<file path="src/rtl/phy_tx_lane_sched_pkg.sv">
// Shared PHY definitions: comma symbol, preamble length, scheduler state encoding.
package phy_tx_lane_sched_pkg;

  // Comma/idle symbol; the receive deserializer aligns on the same byte.
  localparam logic [7:0] PHY_IDLE_CHAR  = 8'hBC;

  // Preamble length; the receiver's comma threshold uses the same value.
  localparam int         PHY_SYNC_COUNT = 4;

  typedef enum logic {
    ST_SYNC = 1'b0,
    ST_RUN  = 1'b1
  } phy_state_e;

  // Increment with wrap at n, used for round-robin pointer advance.
  function automatic int wrap_inc(input int v, input int n);
    return (v + 1 >= n) ? 0 : v + 1;
  endfunction

endpackage

</file>
<file path="src/rtl/phy_tx_lane_sched_if.sv">
// Lane request bus plus serializer-side outputs of the transmit scheduler.
interface phy_tx_lane_sched_if #(
  parameter int N_LANES = 4
);

  logic [8*N_LANES-1:0] data_in;
  logic [N_LANES-1:0]   valid_in;
  logic                 resync;
  logic [N_LANES-1:0]   grant;
  logic [7:0]           tx_data;
  logic                 tx_valid;
  logic [2:0]           tx_lane;
  logic                 active;
  logic                 err_comma;

  // Requesters and control: drive lanes and resync, observe the scheduler.
  modport master (
    output data_in, valid_in, resync,
    input  grant, tx_data, tx_valid, tx_lane, active, err_comma
  );

  // The scheduler itself.
  modport slave (
    input  data_in, valid_in, resync,
    output grant, tx_data, tx_valid, tx_lane, active, err_comma
  );

endinterface

</file>
<file path="src/rtl/phy_tx_lane_sched_rr_pick.sv">
// Combinational round-robin picker: first set request at or above ptr, wrapping.
module phy_rr_pick #(
  parameter  int N     = 4,
  localparam int PTR_W = (N > 1) ? $clog2(N) : 1
) (
  input  logic [N-1:0]     req,
  input  logic [PTR_W-1:0] ptr,
  output logic [N-1:0]     gnt,
  output logic [PTR_W-1:0] gnt_idx,
  output logic             any
);

  // Scan N positions starting at ptr; the first hit wins.
  always_comb begin
    int k;
    // NOTE: every output gets a default before the scan so no path leaves it unassigned (no latch).
    gnt     = '0;
    gnt_idx = '0;
    any     = 1'b0;
    k       = 0;
    for (int i = 0; i < N; i++) begin
      k = int'(ptr) + i;
      if (k >= N) k = k - N;
      if (!any && req[PTR_W'(k)]) begin
        any             = 1'b1;
        gnt[PTR_W'(k)]  = 1'b1;
        gnt_idx         = PTR_W'(k);
      end
    end
  end

endmodule

</file>
<file path="src/rtl/phy_tx_lane_sched.sv">
// Transmit lane scheduler: comma preamble, round-robin lane sharing, idle insertion.
module phy_tx_lane_sched
  import phy_tx_lane_sched_pkg::*;
#(
  parameter int         N_LANES    = 4,
  parameter int         SYNC_COUNT = PHY_SYNC_COUNT,
  parameter int         MAX_RUN    = 16,
  parameter logic [7:0] IDLE_CHAR  = PHY_IDLE_CHAR
) (
  input logic                  clk_4f,
  input logic                  reset,
  phy_tx_lane_sched_if.slave   bus
);

  localparam int PTR_W  = $clog2(N_LANES);
  localparam int SYNC_W = $clog2(SYNC_COUNT + 1);
  localparam int RUN_W  = $clog2(MAX_RUN + 2);

  phy_state_e        state_q,     state_d;
  logic [SYNC_W-1:0] sync_cnt_q,  sync_cnt_d;
  logic [RUN_W-1:0]  run_cnt_q,   run_cnt_d;
  logic [PTR_W-1:0]  rr_ptr_q,    rr_ptr_d;
  logic [7:0]        tx_data_q,   tx_data_d;
  logic              tx_valid_q,  tx_valid_d;
  logic [2:0]        tx_lane_q,   tx_lane_d;
  logic              active_q,    active_d;
  logic              err_comma_q, err_comma_d;

  logic               forced;
  logic [N_LANES-1:0] pick_req;
  logic [N_LANES-1:0] pick_gnt;
  logic [PTR_W-1:0]   pick_idx;
  logic               pick_any;
  logic [7:0]         pick_byte;

  // A full run of data bytes forces one idle so the far end keeps alignment.
  assign forced    = (MAX_RUN != 0) && (run_cnt_q == RUN_W'(MAX_RUN));
  assign pick_req  = (state_q == ST_RUN && !forced && !bus.resync) ? bus.valid_in : '0;
  assign pick_byte = bus.data_in[{pick_idx, 3'b000} +: 8];

  phy_rr_pick #(.N(N_LANES)) u_pick (
    .req     (pick_req),
    .ptr     (rr_ptr_q),
    .gnt     (pick_gnt),
    .gnt_idx (pick_idx),
    .any     (pick_any)
  );

  assign bus.grant     = pick_gnt;
  assign bus.tx_data   = tx_data_q;
  assign bus.tx_valid  = tx_valid_q;
  assign bus.tx_lane   = tx_lane_q;
  assign bus.active    = active_q;
  assign bus.err_comma = err_comma_q;

  // Next state and next outputs: resync first, then preamble, then grant/idle.
  always_comb begin
    state_d     = state_q;
    sync_cnt_d  = sync_cnt_q;
    run_cnt_d   = run_cnt_q;
    rr_ptr_d    = rr_ptr_q;
    tx_data_d   = tx_data_q;
    tx_valid_d  = tx_valid_q;
    tx_lane_d   = tx_lane_q;
    active_d    = active_q;
    err_comma_d = err_comma_q;

    if (bus.resync) begin
      state_d    = ST_SYNC;
      sync_cnt_d = '0;
      run_cnt_d  = '0;
      active_d   = 1'b0;
      tx_data_d  = IDLE_CHAR;
      tx_valid_d = 1'b0;
    end else if (state_q == ST_SYNC) begin
      tx_data_d  = IDLE_CHAR;
      tx_valid_d = 1'b0;
      sync_cnt_d = sync_cnt_q + 1'b1;
      if (sync_cnt_q == SYNC_W'(SYNC_COUNT - 1)) begin
        state_d    = ST_RUN;
        active_d   = 1'b1;
        sync_cnt_d = '0;
      end
    end else if (pick_any) begin
      rr_ptr_d  = PTR_W'(wrap_inc(int'(pick_idx), N_LANES));
      tx_lane_d = 3'(pick_idx);
      if (pick_byte == IDLE_CHAR) begin
        // A comma offered as data is swallowed: sending it would mis-align the receiver.
        tx_data_d   = IDLE_CHAR;
        tx_valid_d  = 1'b0;
        err_comma_d = 1'b1;
        run_cnt_d   = '0;
      end else begin
        tx_data_d  = pick_byte;
        tx_valid_d = 1'b1;
        run_cnt_d  = run_cnt_q + 1'b1;
      end
    end else begin
      tx_data_d  = IDLE_CHAR;
      tx_valid_d = 1'b0;
      run_cnt_d  = '0;
    end
  end

  // State and output registers with asynchronous reset.
  always_ff @(posedge clk_4f or posedge reset) begin
    if (reset) begin
      state_q     <= ST_SYNC;
      sync_cnt_q  <= '0;
      run_cnt_q   <= '0;
      rr_ptr_q    <= '0;
      tx_data_q   <= IDLE_CHAR;
      tx_valid_q  <= 1'b0;
      tx_lane_q   <= '0;
      active_q    <= 1'b0;
      err_comma_q <= 1'b0;
    end else begin
      // NOTE: non-blocking assignments so every register samples the pre-edge values.
      state_q     <= state_d;
      sync_cnt_q  <= sync_cnt_d;
      run_cnt_q   <= run_cnt_d;
      rr_ptr_q    <= rr_ptr_d;
      tx_data_q   <= tx_data_d;
      tx_valid_q  <= tx_valid_d;
      tx_lane_q   <= tx_lane_d;
      active_q    <= active_d;
      err_comma_q <= err_comma_d;
    end
  end

endmodule

</file>
<file path="src/flat_wrapper.sv">
// flat-port wrapper written by rule: the top's interface ports become plain ports
module phy_tx_lane_sched_flat import phy_tx_lane_sched_pkg::*;
#(
  parameter int         N_LANES    = 4,
  parameter int         SYNC_COUNT = PHY_SYNC_COUNT,
  parameter int         MAX_RUN    = 16,
  parameter logic [7:0] IDLE_CHAR  = PHY_IDLE_CHAR
)
  (clk_4f, reset, bus_data_in, bus_valid_in, bus_resync, bus_grant, bus_tx_data, bus_tx_valid, bus_tx_lane, bus_active, bus_err_comma);
  phy_tx_lane_sched_if #(.N_LANES(N_LANES)) bus_i ();
  input logic clk_4f;
  input logic reset;
  input wire logic [$bits(bus_i.data_in)-1:0] bus_data_in;
  input wire logic [$bits(bus_i.valid_in)-1:0] bus_valid_in;
  input wire logic [$bits(bus_i.resync)-1:0] bus_resync;
  output wire logic [$bits(bus_i.grant)-1:0] bus_grant;
  output wire logic [$bits(bus_i.tx_data)-1:0] bus_tx_data;
  output wire logic [$bits(bus_i.tx_valid)-1:0] bus_tx_valid;
  output wire logic [$bits(bus_i.tx_lane)-1:0] bus_tx_lane;
  output wire logic [$bits(bus_i.active)-1:0] bus_active;
  output wire logic [$bits(bus_i.err_comma)-1:0] bus_err_comma;
  assign bus_i.data_in = bus_data_in;
  assign bus_i.valid_in = bus_valid_in;
  assign bus_i.resync = bus_resync;
  assign bus_grant = bus_i.grant;
  assign bus_tx_data = bus_i.tx_data;
  assign bus_tx_valid = bus_i.tx_valid;
  assign bus_tx_lane = bus_i.tx_lane;
  assign bus_active = bus_i.active;
  assign bus_err_comma = bus_i.err_comma;
  phy_tx_lane_sched #(.N_LANES(N_LANES), .SYNC_COUNT(SYNC_COUNT), .MAX_RUN(MAX_RUN), .IDLE_CHAR(IDLE_CHAR)) u_core (.clk_4f(clk_4f), .reset(reset), .bus(bus_i));
endmodule
</file>
<file path="config.mk">
export PLATFORM = sky130hd
export DESIGN_NAME = phy_tx_lane_sched_flat
export DESIGN_NICKNAME = d
export VERILOG_FILES = /design/src/rtl/phy_tx_lane_sched_pkg.sv /design/src/rtl/phy_tx_lane_sched_if.sv /design/src/rtl/phy_tx_lane_sched_rr_pick.sv /design/src/rtl/phy_tx_lane_sched.sv /design/src/flat_wrapper.sv
export SDC_FILE = /design/constraint.sdc
export NUM_CORES = 1
export LEC_CHECK = 0
export BUFFER_PORTS_ARGS = -buffer_cell sky130_fd_sc_hd__buf_2
export CAP_MARGIN = 10
export CORE_ASPECT_RATIO = 1.1
export CORE_MARGIN = 3
export CORE_UTILIZATION = 52
export CTS_CLUSTER_DIAMETER = 150
export DETAILED_ROUTE_END_ITERATION = 6
export HOLD_SLACK_MARGIN = 0.15
export PLACE_DENSITY = 0.78
export SLEW_MARGIN = 10
export SYNTH_ARGS = -nofsm -noshare
export SYNTH_HDL_FRONTEND = slang
export SYNTH_SLANG_ARGS = --single-unit
</file>
<file path="constraint.sdc">
create_clock -name clk_4f -period 4.9 [get_ports clk_4f]
set_clock_uncertainty 0.15 [all_clocks]
set_input_delay 0.245 -clock clk_4f [delete_from_list [all_inputs] [get_ports clk_4f]]
set_output_delay 0.245 -clock clk_4f [all_outputs]
set_load 0.01 [all_outputs]
</file>
==> results.cfg <==
[floorplan]
ios = 57
rows = 22
die_h_um = 70.8
design.die.area_mm2 = 0.00459
dieWidth_um = 64.9
core_mm2 = 0.00350
start_util_pct = 56.8

[grt]
grt_overflow = 0
grt_max_degree = 25
track_usage_pct = 21.1
antenna_found_initial = 0
grt_pass1_vias = 1757
grt_pass1_wl_mm = 7.83

[power]
p_leak_uw = 0.00115
p_sw_share_pct = 43.1
cellPowerDensity_mw_per_mm2 = 341
p_int_uw = 467
vdd_drop_max_v = 0.000226
combPwrFrac_pct = 55.1
clockPowerShare_pct = 12.3
power.share.sequential_pct = 32.6
power_switching_uw = 353

[timing]
rsz0062_at_grt = false
finalHoldViolations = 0
tightest_slew_ns = 0.865
finalWorstSetupSlack_ns = 0.562
relSlewSlack_pct = 42.3
final_max_slew_viol_count = 0
setup_tns_ns = 0
layout_min_cycle_time_ns = 4.34
setup_violations = 0
fmax_mhz = 231
fin_crit_sh_pct = 88.5

[route]
drt-vias-per-instance = 5.73
drc_errors = 0
wl_mm = 4.97
drtIter0Drc = 186
via_count = 1891
ant_nets = 0
first_pass_iters = 4
avgRoutedWirePerCell_um = 15.1

[flow_run]
cap_viol_max_count = 0

[logic_synthesis]
syn_area_per_cell_um2 = 8.86
synth_edf_count = 0
ys_dominant_reg_cell = dfrtp_1
syn_nets = 274
seq_area_frac_synth_pct = 30.6
async_flop_share_pct = 100
yosys_warnings = 0
synthCells = 224
synthDistinctLibCells = 54
synth-seq-cells = 24
synth_area_mm2 = 0.00198

[critical_path]
cp_data_arrival_time_ns = 4.41
path_class = register to register
rrSetupSlack_ns = 0.56
cp-end-kind = register
crit_fanout = 15
setup.worst_path.start_class = register
worstPathRequired_ns = 4.97

[finish]
antennaDiodeCount = 0
drive_gt1_share_pct = 30.1
area.growth.synth_to_final_pct = 21.3
layout_common_cells = buf_2 (55), nand2_1 (31), dfrtp_1 (19)
nets = 333
fin_util_pct = 68.9
final_common_cell = buf_2

[clocking]
clk_pin_slew_ns = 0.12
cts.path.max_buffers = 2
cts_tree = yes
clock-sinks = 24
clk_latency_ns = 0.31
cts_buffers = 3
htree_levels = 1
root_buffer = clkbuf_4

[status]
status = finished clean

[worst_hold_path]
min_path_type = input port to register

[place]
place.gp.congestion = 0.930
hpwl_mm = 3.66
io_buffers = 55
pre_cts_ws_ns = 1.07
[state kept, by name (all words and copies together) (netlist names)]
| register | cells |
|---|---|
| u_core.bus.tx_valid | 1 |
| u_core.bus.err_comma | 1 |
| u_core.state_q | 1 |
| u_core.rr_ptr_q | 2 |
| u_core.bus.active | 1 |
| u_core.bus.tx_lane | 2 |
| u_core.bus.tx_data | 8 |
| u_core.sync_cnt_q | 3 |
| u_core.run_cnt_q | 5 |
[path summary, 6_finish.rpt]
check	from	endpoint	cells after the start
max	u_core.rr_ptr_q[1]	u_core.bus.tx_data[1]	10
min	bus_data_in[25]	u_core.bus.tx_data[1]	3
max reg2reg	u_core.rr_ptr_q[1]	u_core.bus.tx_data[1]	10
min reg2reg	u_core.bus.tx_lane[0]	u_core.bus.tx_lane[0]	2
max in group asynchronous	reset	u_core.run_cnt_q[0]	3
min in group asynchronous	reset	u_core.state_q	3
[layer usage]
layer	GRT usage (%)	vias up	wire length [um]
li1	-	940	-
met1	26.5	857	2100
met2	37.2	86	2410
met3	4.13	8	369
met4	4.69	0	92
met5	0	-	0
[layout make-up]
cell class	instances	area [um^2]
Inverter	12	45.0
Multi-Input combinational cell	175	1270
Sequential cell	24	607
Timing Repair Buffer	67	388
Clock buffer	4	36.3
Tap cell	48	60.1
Fill cell	296	1090
[synth_stat cells, types with 2 or more instances]
cell / instances / share of area [%]
nor4_1: 3 / 0.95
a22oi_1: 4 / 1.5
mux2i_1: 17 / 8.6
o22ai_1: 3 / 0.95
a211oi_1: 4 / 1.5
a21oi_1: 12 / 3.0
nand3b_1: 2 / 0.76
o21ai_1: 2 / 0.50
nand3_1: 4 / 1.0
o21ai_0: 6 / 1.5
clkbuf_1: 5 / 0.95
mux2_2: 10 / 5.7
nand2_1: 31 / 5.9
nand4b_1: 3 / 1.3
dfstp_2: 5 / 6.6
nor2_1: 15 / 2.8
nor3b_1: 2 / 0.76
xor2_1: 2 / 0.88
a221o_1: 3 / 1.5
nor2b_1: 4 / 1.3
or3_1: 2 / 0.63
dfrtp_1: 19 / 24
o41ai_1: 2 / 0.88
a21o_1: 2 / 0.76
and3b_1: 2 / 0.88
inv_1: 12 / 2.3
and3_1: 3 / 0.95
buf_2: 6 / 1.5
nor3_1: 4 / 1.0
ha_1: 11 / 6.9
[logic make-up (layout without fill, tap and decap cells)]
group                      after synthesis  after routing  share of synthesized area [%]
AOI/OAI and AO/OA                       53             53                           20.4
xor gates and xnor gates                 3              3                           1.32
adders and majority gates               11             11                           6.94
buffers and inverters                   25             83                           5.67
DFF                                     24             24                           30.6
muxes                                   28             28                           14.9
other                                    1              1                          0.189
and+or+nand+nor                         79             79                           19.9
[power groups by stage]
stage / combinational [uW] / sequential, uW / clock (uW)
after floorplan: 344 / 266 / 0
after global placement: 429 / 267 / 0
after detailed placement: 438 / 269 / 0
after CTS: 443 / 266 / 102
after global routing: 497 / 272 / 114
final: 452 / 268 / 101
[worst max-delay path: stages (launching register included)]
cell	delay [ns]
dfrtp_1	0.66
inv_1	0.25
ha_1	0.60
mux2i_1	0.41
o21ai_0	0.12
a221o_1	0.43
a211oi_4	0.59
nand2_1	0.10
and3_1	0.18
dlygate4sd3_1	0.56
a211oi_1	0.21
[per-stage QoR]
step	instance area [um^2]	total power, uW	cells	hold slack [ns]
finish	2410	820	330	0.150
global route	2410	883	330	0.153
CTS	2360	811	325	0.150
detailed placement	2280	707	317	0.295
global placement	2280	696	317	0.303
floorplan	1980	610	224	0.106
[what timing repair did]
action / CTS / global route
setup buffers: 0 / 0
gates resized for setup: 0 / 0
hold endpoints to repair: 26 / 2
hold buffers: 4 / 5
Note: power is estimated with default switching activity, not from simulation.
